$ cat config.mk
export PLATFORM = sky130hd
export DESIGN_NAME = cbus_arbiter
export DESIGN_NICKNAME = d
export VERILOG_FILES = /design/src/rtl/cbus_arbiter.sv
export SDC_FILE = /design/constraint.sdc
export NUM_CORES = 1
export LEC_CHECK = 0
export ABC_AREA = 0
export ABC_CLOCK_PERIOD_IN_PS = 1800
export CAP_MARGIN = 0
export CELL_PAD_IN_SITES_DETAIL_PLACEMENT = 1
export CELL_PAD_IN_SITES_GLOBAL_PLACEMENT = 2
export CORE_AREA = 3 3 217 219
export CTS_CLUSTER_DIAMETER = 60
export CTS_CLUSTER_SIZE = 16
export DETAILED_ROUTE_END_ITERATION = 6
export DIE_AREA = 0 0 220 222
export PLACE_DENSITY_LB_ADDON = 0.1
export SYNTH_ARGS = -nofsm -noshare
export SYNTH_HDL_FRONTEND = slang
export SYNTH_SLANG_ARGS = --single-unit
$ cat constraint.sdc
create_clock -name clk -period 1.8 [get_ports clk]
set_input_delay 0.36 -clock clk [delete_from_list [all_inputs] [get_ports clk]]
set_output_delay 0.36 -clock clk [all_outputs]
set_load 0.02 [all_outputs]
$ cat src/rtl/cbus_arbiter.sv
// cbus_arbiter: merges N cache-side cbus masters onto one memory-side cbus.
// A grant covers a whole burst; responses are routed only to the owning master.
package cbus_pkg;
  typedef struct packed {
    logic        valid;
    logic        is_write;
    logic [2:0]  size;
    logic [31:0] addr;
    logic [7:0]  strobe;
    logic [63:0] data;
    logic [7:0]  len;
    logic [1:0]  burst;
  } cbus_req_t;

  typedef struct packed {
    logic        ready;
    logic        last;
    logic [63:0] data;
  } cbus_resp_t;
endpackage

// Handshake: a master holds ireqs[i].valid (and its request fields) until its
// burst is finished; a beat completes in any cycle with oresp.ready=1, and the
// burst ends on the beat where oresp.ready=1 and oresp.last=1.
module cbus_arbiter
  import cbus_pkg::*;
#(
  parameter int N          = 2,
  parameter int FIXED_PRIO = 0
) (
  input  logic                   clk,
  input  logic                   reset_,
  input  cbus_req_t              ireqs  [N],
  output cbus_resp_t             iresps [N],
  output cbus_req_t              oreq,
  input  cbus_resp_t             oresp,
  output logic                   busy,
  output logic [$clog2(N)-1:0]   index
);

  localparam int IW = $clog2(N);

  typedef enum logic {IDLE, BUSY} state_t;

  state_t        state, state_next;
  logic [IW-1:0] last_grant, last_grant_next, index_next, winner;
  logic [N-1:0]  valids;
  int            cand;

  always_comb begin
    valids = '0;
    for (int i = 0; i < N; i++) valids[i] = ireqs[i].valid;
  end

  // Scan from farthest to nearest so the first valid after last_grant wins.
  always_comb begin
    winner = '0;
    cand   = 0;
    if (FIXED_PRIO != 0) begin
      for (int i = N - 1; i >= 0; i--) begin
        if (valids[i]) winner = IW'(i);
      end
    end else begin
      for (int k = N; k >= 1; k--) begin
        cand = (int'(last_grant) + k) % N;
        if (valids[cand[IW-1:0]]) winner = IW'(cand);
      end
    end
  end

  always_ff @(posedge clk or negedge reset_) begin
    if (!reset_) begin
      state      <= IDLE;
      index      <= '0;
      last_grant <= IW'(N - 1);
    end else begin
      state      <= state_next;
      index      <= index_next;
      last_grant <= last_grant_next;
    end
  end

  always_comb begin
    state_next      = state;
    index_next      = index;
    last_grant_next = last_grant;
    case (state)
      IDLE: begin
        if (|valids) begin
          state_next      = BUSY;
          index_next      = winner;
          last_grant_next = winner;
        end
      end
      BUSY: begin
        if (oresp.ready && oresp.last) state_next = IDLE;
      end
      default: state_next = IDLE;
    endcase
  end

  assign busy = (state == BUSY);

  // Outputs depend only on registered state plus live pass-through data, so
  // there is no combinational path from oresp to oreq.
  always_comb begin
    oreq = '0;
    for (int i = 0; i < N; i++) iresps[i] = '0;
    if (busy) begin
      for (int i = 0; i < N; i++) begin
        if (IW'(i) == index) begin
          oreq       = ireqs[i];
          oreq.valid = 1'b1;
          iresps[i]  = oresp;
        end
      end
    end
  end

endmodule

After elaboration in Yosys (flattened, before gate mapping)
Index checks and enable logic that the tools add are counted.
W data, S select, Z words.
{"block": "op_classes", "bitwise": 1, "n_reduce_logical": 3, "add_sub_neg": 2, "order_cmp": 2, "mux": 14}
{"op": "$mux W132", "count": 1}
{"op": "$mux W66", "count": 2}
{"op": "$mux W119", "count": 1}
{"op": "$mux W118", "count": 1}
{"op": "$mux W1", "count": 8}
{"op": "$lt A1 B2 Y1 const B", "count": 2}
{"op": "$add A1 B1 Y1 const B", "count": 2}
{"op": "$pmux W1 S2", "count": 1}
{"op": "$reduce_and A2 Y1", "count": 1}
{"op": "$reduce_or A2 Y1", "count": 1}
{"op": "$logic_and A1 B1 Y1", "count": 1}
{"op": "$not A1 Y1", "count": 1}
{"block": "word_totals", "wordCells": 25, "register_bits": 3}

Logic depth before layout (Yosys ltp)
{"block": "logic_depth", "word_depth": 5, "depth_mapped": 5, "mapped_depth_nobuf": 2}

Worst setup path after synthesis
No wires, ideal clock.
{"block": "synth_path", "path_kind": "reg-to-output", "from": "reg index", "to": "out oreq[100] (netlist name)", "stages_incl_launch_ff": 6, "t_arrival_ps": 1314, "path_slack_ps": 126, "required_time_ps": 1440, "path_buffers": 3, "cell_sequence": "dfrtp_1 -> buf_4 -> buf_12 -> buf_8 -> mux2i_1 -> nor2_1"}
{"item": "start, declared", "line": "38", "source": "output logic [$clog2(N)-1:0] index"}
{"item": "start signal, assigned", "line": "78", "source": "index <= index_next;"}
{"item": "end, declared", "line": "35", "source": "output cbus_req_t oreq,"}

==> impl_metrics.py <==
metrics = {
    "finish": {
        "layout-drive-gt1-share_pct": 39.4,
        "stdcell_area_mm2": 0.00979,
        "fin_util_pct": 21.6,
        "fin_nets": 1318,
        "syn_to_final_growth_pct": 228,
    },
    "sta": {
        "maxSlewHeadroom_pct": 86.8,
        "fmaxAchievable_ghz": 0.504,
        "rsz0062_at_grt": "true",
        "fin_worst_skew_ns": 0.000495,
        "setup_viol_count_final": 184,
        "worst_hold_slack_ns": 0.338,
        "worst_pin_slew_ns": 0.194,
        "timing.setup.tns_ns": -12.13,
        "worst_case_setup_margin_in_the_final_layout_ns": -0.185,
        "timing.final.crit_period_ns": 1.99,
        "final-max-slew-violation-count": 0,
        "post-route-period-util_pct": 110,
        "hold_viol": 0,
    },
    "grt": {
        "grt_pass1_wl_um": 43600,
        "globalRouteMet1Util_pct": 12.6,
        "grt_antenna_before_repair": 2,
        "number_of_global_route_vias_before_repair": 5589,
        "grt_most_used_layer": "met2",
        "grt.met3_usage_pct": 3.00,
        "largest_net_degree_at_the_start_of_global_routing": 30,
        "grt-ovfl-total": 0,
        "met2_use_gr_pct": 25.2,
        "global_route.usage.total_pct": 12.2,
    },
    "detailed_routing": {
        "total_vias_in_the_final_route": 5326,
        "drtAntennaViolNets": 0,
        "drt_iter0_drc": 132,
        "detailedRoute.firstPassIterationCount": 4,
        "route.detailed.wl_per_inst_um": 20.1,
        "drcViolationCount": 0,
        "totalWireLength_um": 32400,
        "route.detailed.vias_per_inst": 3.30,
    },
    "floorplan": {
        "fp-row-count": 78,
        "die_height_um": 222,
        "die_area_mm2": 0.0488,
        "core_area_mm2": 0.0453,
        "io_pins": 559,
        "floorplan.initialDensity_pct": 6.60,
        "die-width_um": 220,
    },
    "critical_path": {
        "worst_ep_required_time_ns": 1.44,
        "critPathMostFrequentCell": "sky130_fd_sc_hd__buf_12",
        "worstReg2RegEnd": "index",
        "critical_path.max_stage_delay_ns": 0.50,
        "critPathMaxFanout": 10,
        "cp-start-kind": "register",
        "timing.rr.start": "busy",
        "cp_cell_sequence": "buf_12, buf_16, buf_6, mux2i_1, nor2_1, buf_12",
        "rrSetupSlack_ns": 0.53,
        "rr_worst_depth": 4,
        "worst_ep_arrival_time_ns": 1.63,
        "criticalPathCategory": "reg -> out",
        "critPathCaptureType": "output pin",
        "cpMaxStageDelayCell": "sky130_fd_sc_hd__dfrtp_4",
    },
    "clock_network": {
        "clk_latency_ns": 0.22,
        "clockBufferDepth": 2,
        "sink_count_of_the_clock_tree": 3,
        "ctsRootBufferMaster": "sky130_fd_sc_hd__clkbuf_16",
        "cts.htree.levels": 1,
        "tritoncts": "built",
        "cts_buffers": 3,
        "cts.reportedPaths.clkPinSlew_ns": 0.03,
    },
    "synth": {
        "average_size_of_a_mapped_cell_um2": 6.95,
        "synthesis.yosys.warnings": 0,
        "synthesis.instances": 430,
        "syn-num-nets": 736,
        "postSynthRegisterBits": 3,
        "number_of_distinct_standard_cells_referenced_by_the_synthesized_netlist": 22,
        "synth_sequential_area_ratio_pct": 2.56,
        "syn_area_mm2": 0.00299,
    },
    "power_and_ir_drop": {
        "max-vdd-ir-drop_uv": 367,
        "total_leakage_power_nw": 4.75,
        "power.density_cell_area_mw_per_mm2": 774,
    },
    "min_path": {
        "worst_min_delay_path_class": "in -> async",
    },
    "run_status": {
        "run_status": "finished, violations left",
        "violated_checks": "setup timing",
    },
    "placed_design": {
        "placed_area_mm2": 0.00940,
        "gp_congestion": 0.763,
        "place.detailed.hpwl_um": 26600,
        "place.port_buffers": 558,
    },
    "flow_run": {
        "maxCapViolCount": 0,
    },
}
-- critical path, delay by kind of cell (launching register included) --
kind,cells,cell delay (ns)
buf+inv,4,0.62
flops,1,0.50
mux,1,0.11
simple gates,1,0.17
-- per-layer routing --
metal,part of all wire (%),up-vias
met5,0,-
met4,0.74,0
met3,7.0,10
met2,57,221
met1,35,2480
li1,-,2615
-- cells by family after synthesis --
group           after synthesis  share of synthesized area (%)
simple gates                255                           43.7
flops                         3                           2.56
mux                         118                           39.5
buf+inv                      51                           13.4
compound gates                3                          0.796
-- cells in the final DEF (no fill, tap or decap), types with 2 or more instances in the layout --
cell type / synthesis / routed
sky130_fd_sc_hd__clkdlybuf4s50_1: 0 / 305
sky130_fd_sc_hd__and3_1: 66 / 66
sky130_fd_sc_hd__and2_4: 0 / 66
sky130_fd_sc_hd__buf_12: 1 / 25
sky130_fd_sc_hd__clkdlybuf4s15_2: 0 / 3
sky130_fd_sc_hd__mux2i_2: 0 / 3
sky130_fd_sc_hd__nor2_2: 0 / 2
sky130_fd_sc_hd__bufbuf_16: 0 / 2
sky130_fd_sc_hd__dlygate4sd2_1: 0 / 2
sky130_fd_sc_hd__mux2i_1: 118 / 115
sky130_fd_sc_hd__diode_2: 0 / 2
sky130_fd_sc_hd__buf_2: 14 / 75
sky130_fd_sc_hd__clkbuf_16: 0 / 4
sky130_fd_sc_hd__nor2_1: 118 / 116
sky130_fd_sc_hd__buf_4: 7 / 124
sky130_fd_sc_hd__buf_16: 0 / 10
sky130_fd_sc_hd__buf_6: 5 / 77
-- repair_timing --
item | 4_1_cts | 5_1_grt
endpoints found under the setup margin | 239 | 243
pin swaps | 30 | 26
buffers inserted | 12 | 8
resized for setup | 991 | 173
cloned | 11 | 1
hold buffers | 0 | 0
-- worst max path at each step --
stage | cells past startpoint | slack [ns] | start | to
final | 6 | -0.19 | index | oreq[107]
after global routing | 6 | -0.25 | index | oreq[107]
after CTS | 5 | -0.24 | index | oreq[81]
after detailed placement | 5 | -0.33 | index | oreq[114]
after global placement | 5 | -0.32 | index | oreq[114]
after floorplan | 5 | 0.13 | index | oreq[100]
-- flip-flops by register name (all words and copies together), names as in the netlist --
| signal | cells |
|---|---|
| last_grant | 1 |
| busy | 1 |
| index | 1 |
-- area by class of cell --
cell class	count	area (um^2)
diodes	2	5.00
clock buffers	4	78.8
fillers	5337	35500
inverters	1	11.3
multi-input cells	376	2690
flip-flops and latches	3	81.3
well taps	600	751
repair buffers	627	6170
-- stage by stage --
| stage | power [mW] | std cells | setup slack [ns] |
|---|---|---|---|
| floorplan | 3.31 | 430 | 0.126 |
| global placement | 6.65 | 1580 | -0.317 |
| detailed placement | 6.60 | 1580 | -0.327 |
| CTS | 7.60 | 1607 | -0.240 |
| global route | 8.05 | 1613 | -0.251 |
| finish | 7.58 | 1613 | -0.185 |
-- synthesized netlist by cell type --
cell type                  count  area [um^2]
sky130_fd_sc_hd__mux2i_1     118         1180
sky130_fd_sc_hd__nor2_1      118          443
sky130_fd_sc_hd__and2_1       66          413
sky130_fd_sc_hd__and3_1       66          413
sky130_fd_sc_hd__buf_2        14         70.1
sky130_fd_sc_hd__buf_8         9          135
sky130_fd_sc_hd__clkbuf_2      8         40.0
sky130_fd_sc_hd__buf_4         7         52.6
sky130_fd_sc_hd__clkbuf_1      6         22.5
sky130_fd_sc_hd__buf_6         5         56.3
sky130_fd_sc_hd__dfrtp_1       2         50.1
sky130_fd_sc_hd__a21o_1        1         7.51
sky130_fd_sc_hd__a31oi_1       1         6.26
sky130_fd_sc_hd__a32o_1        1         10.0
sky130_fd_sc_hd__buf_12        1         20.0
sky130_fd_sc_hd__dfstp_2       1         26.3
sky130_fd_sc_hd__inv_1         1         3.75
sky130_fd_sc_hd__nand2_1       1         3.75
sky130_fd_sc_hd__nand2b_1      1         6.26
sky130_fd_sc_hd__nor2b_4       1         13.8
sky130_fd_sc_hd__nor3_1        1         5.00
sky130_fd_sc_hd__nor3b_1       1         7.51
-- report_power, final --
group	total (mW)	switching (mW)	internal, mW
sequential	0.119	0.0241	0.0945
clock	0.349	0.0566	0.292
combinational	7.11	3.39	3.72
No activity file was read; power rests on OpenSTA's default activity.
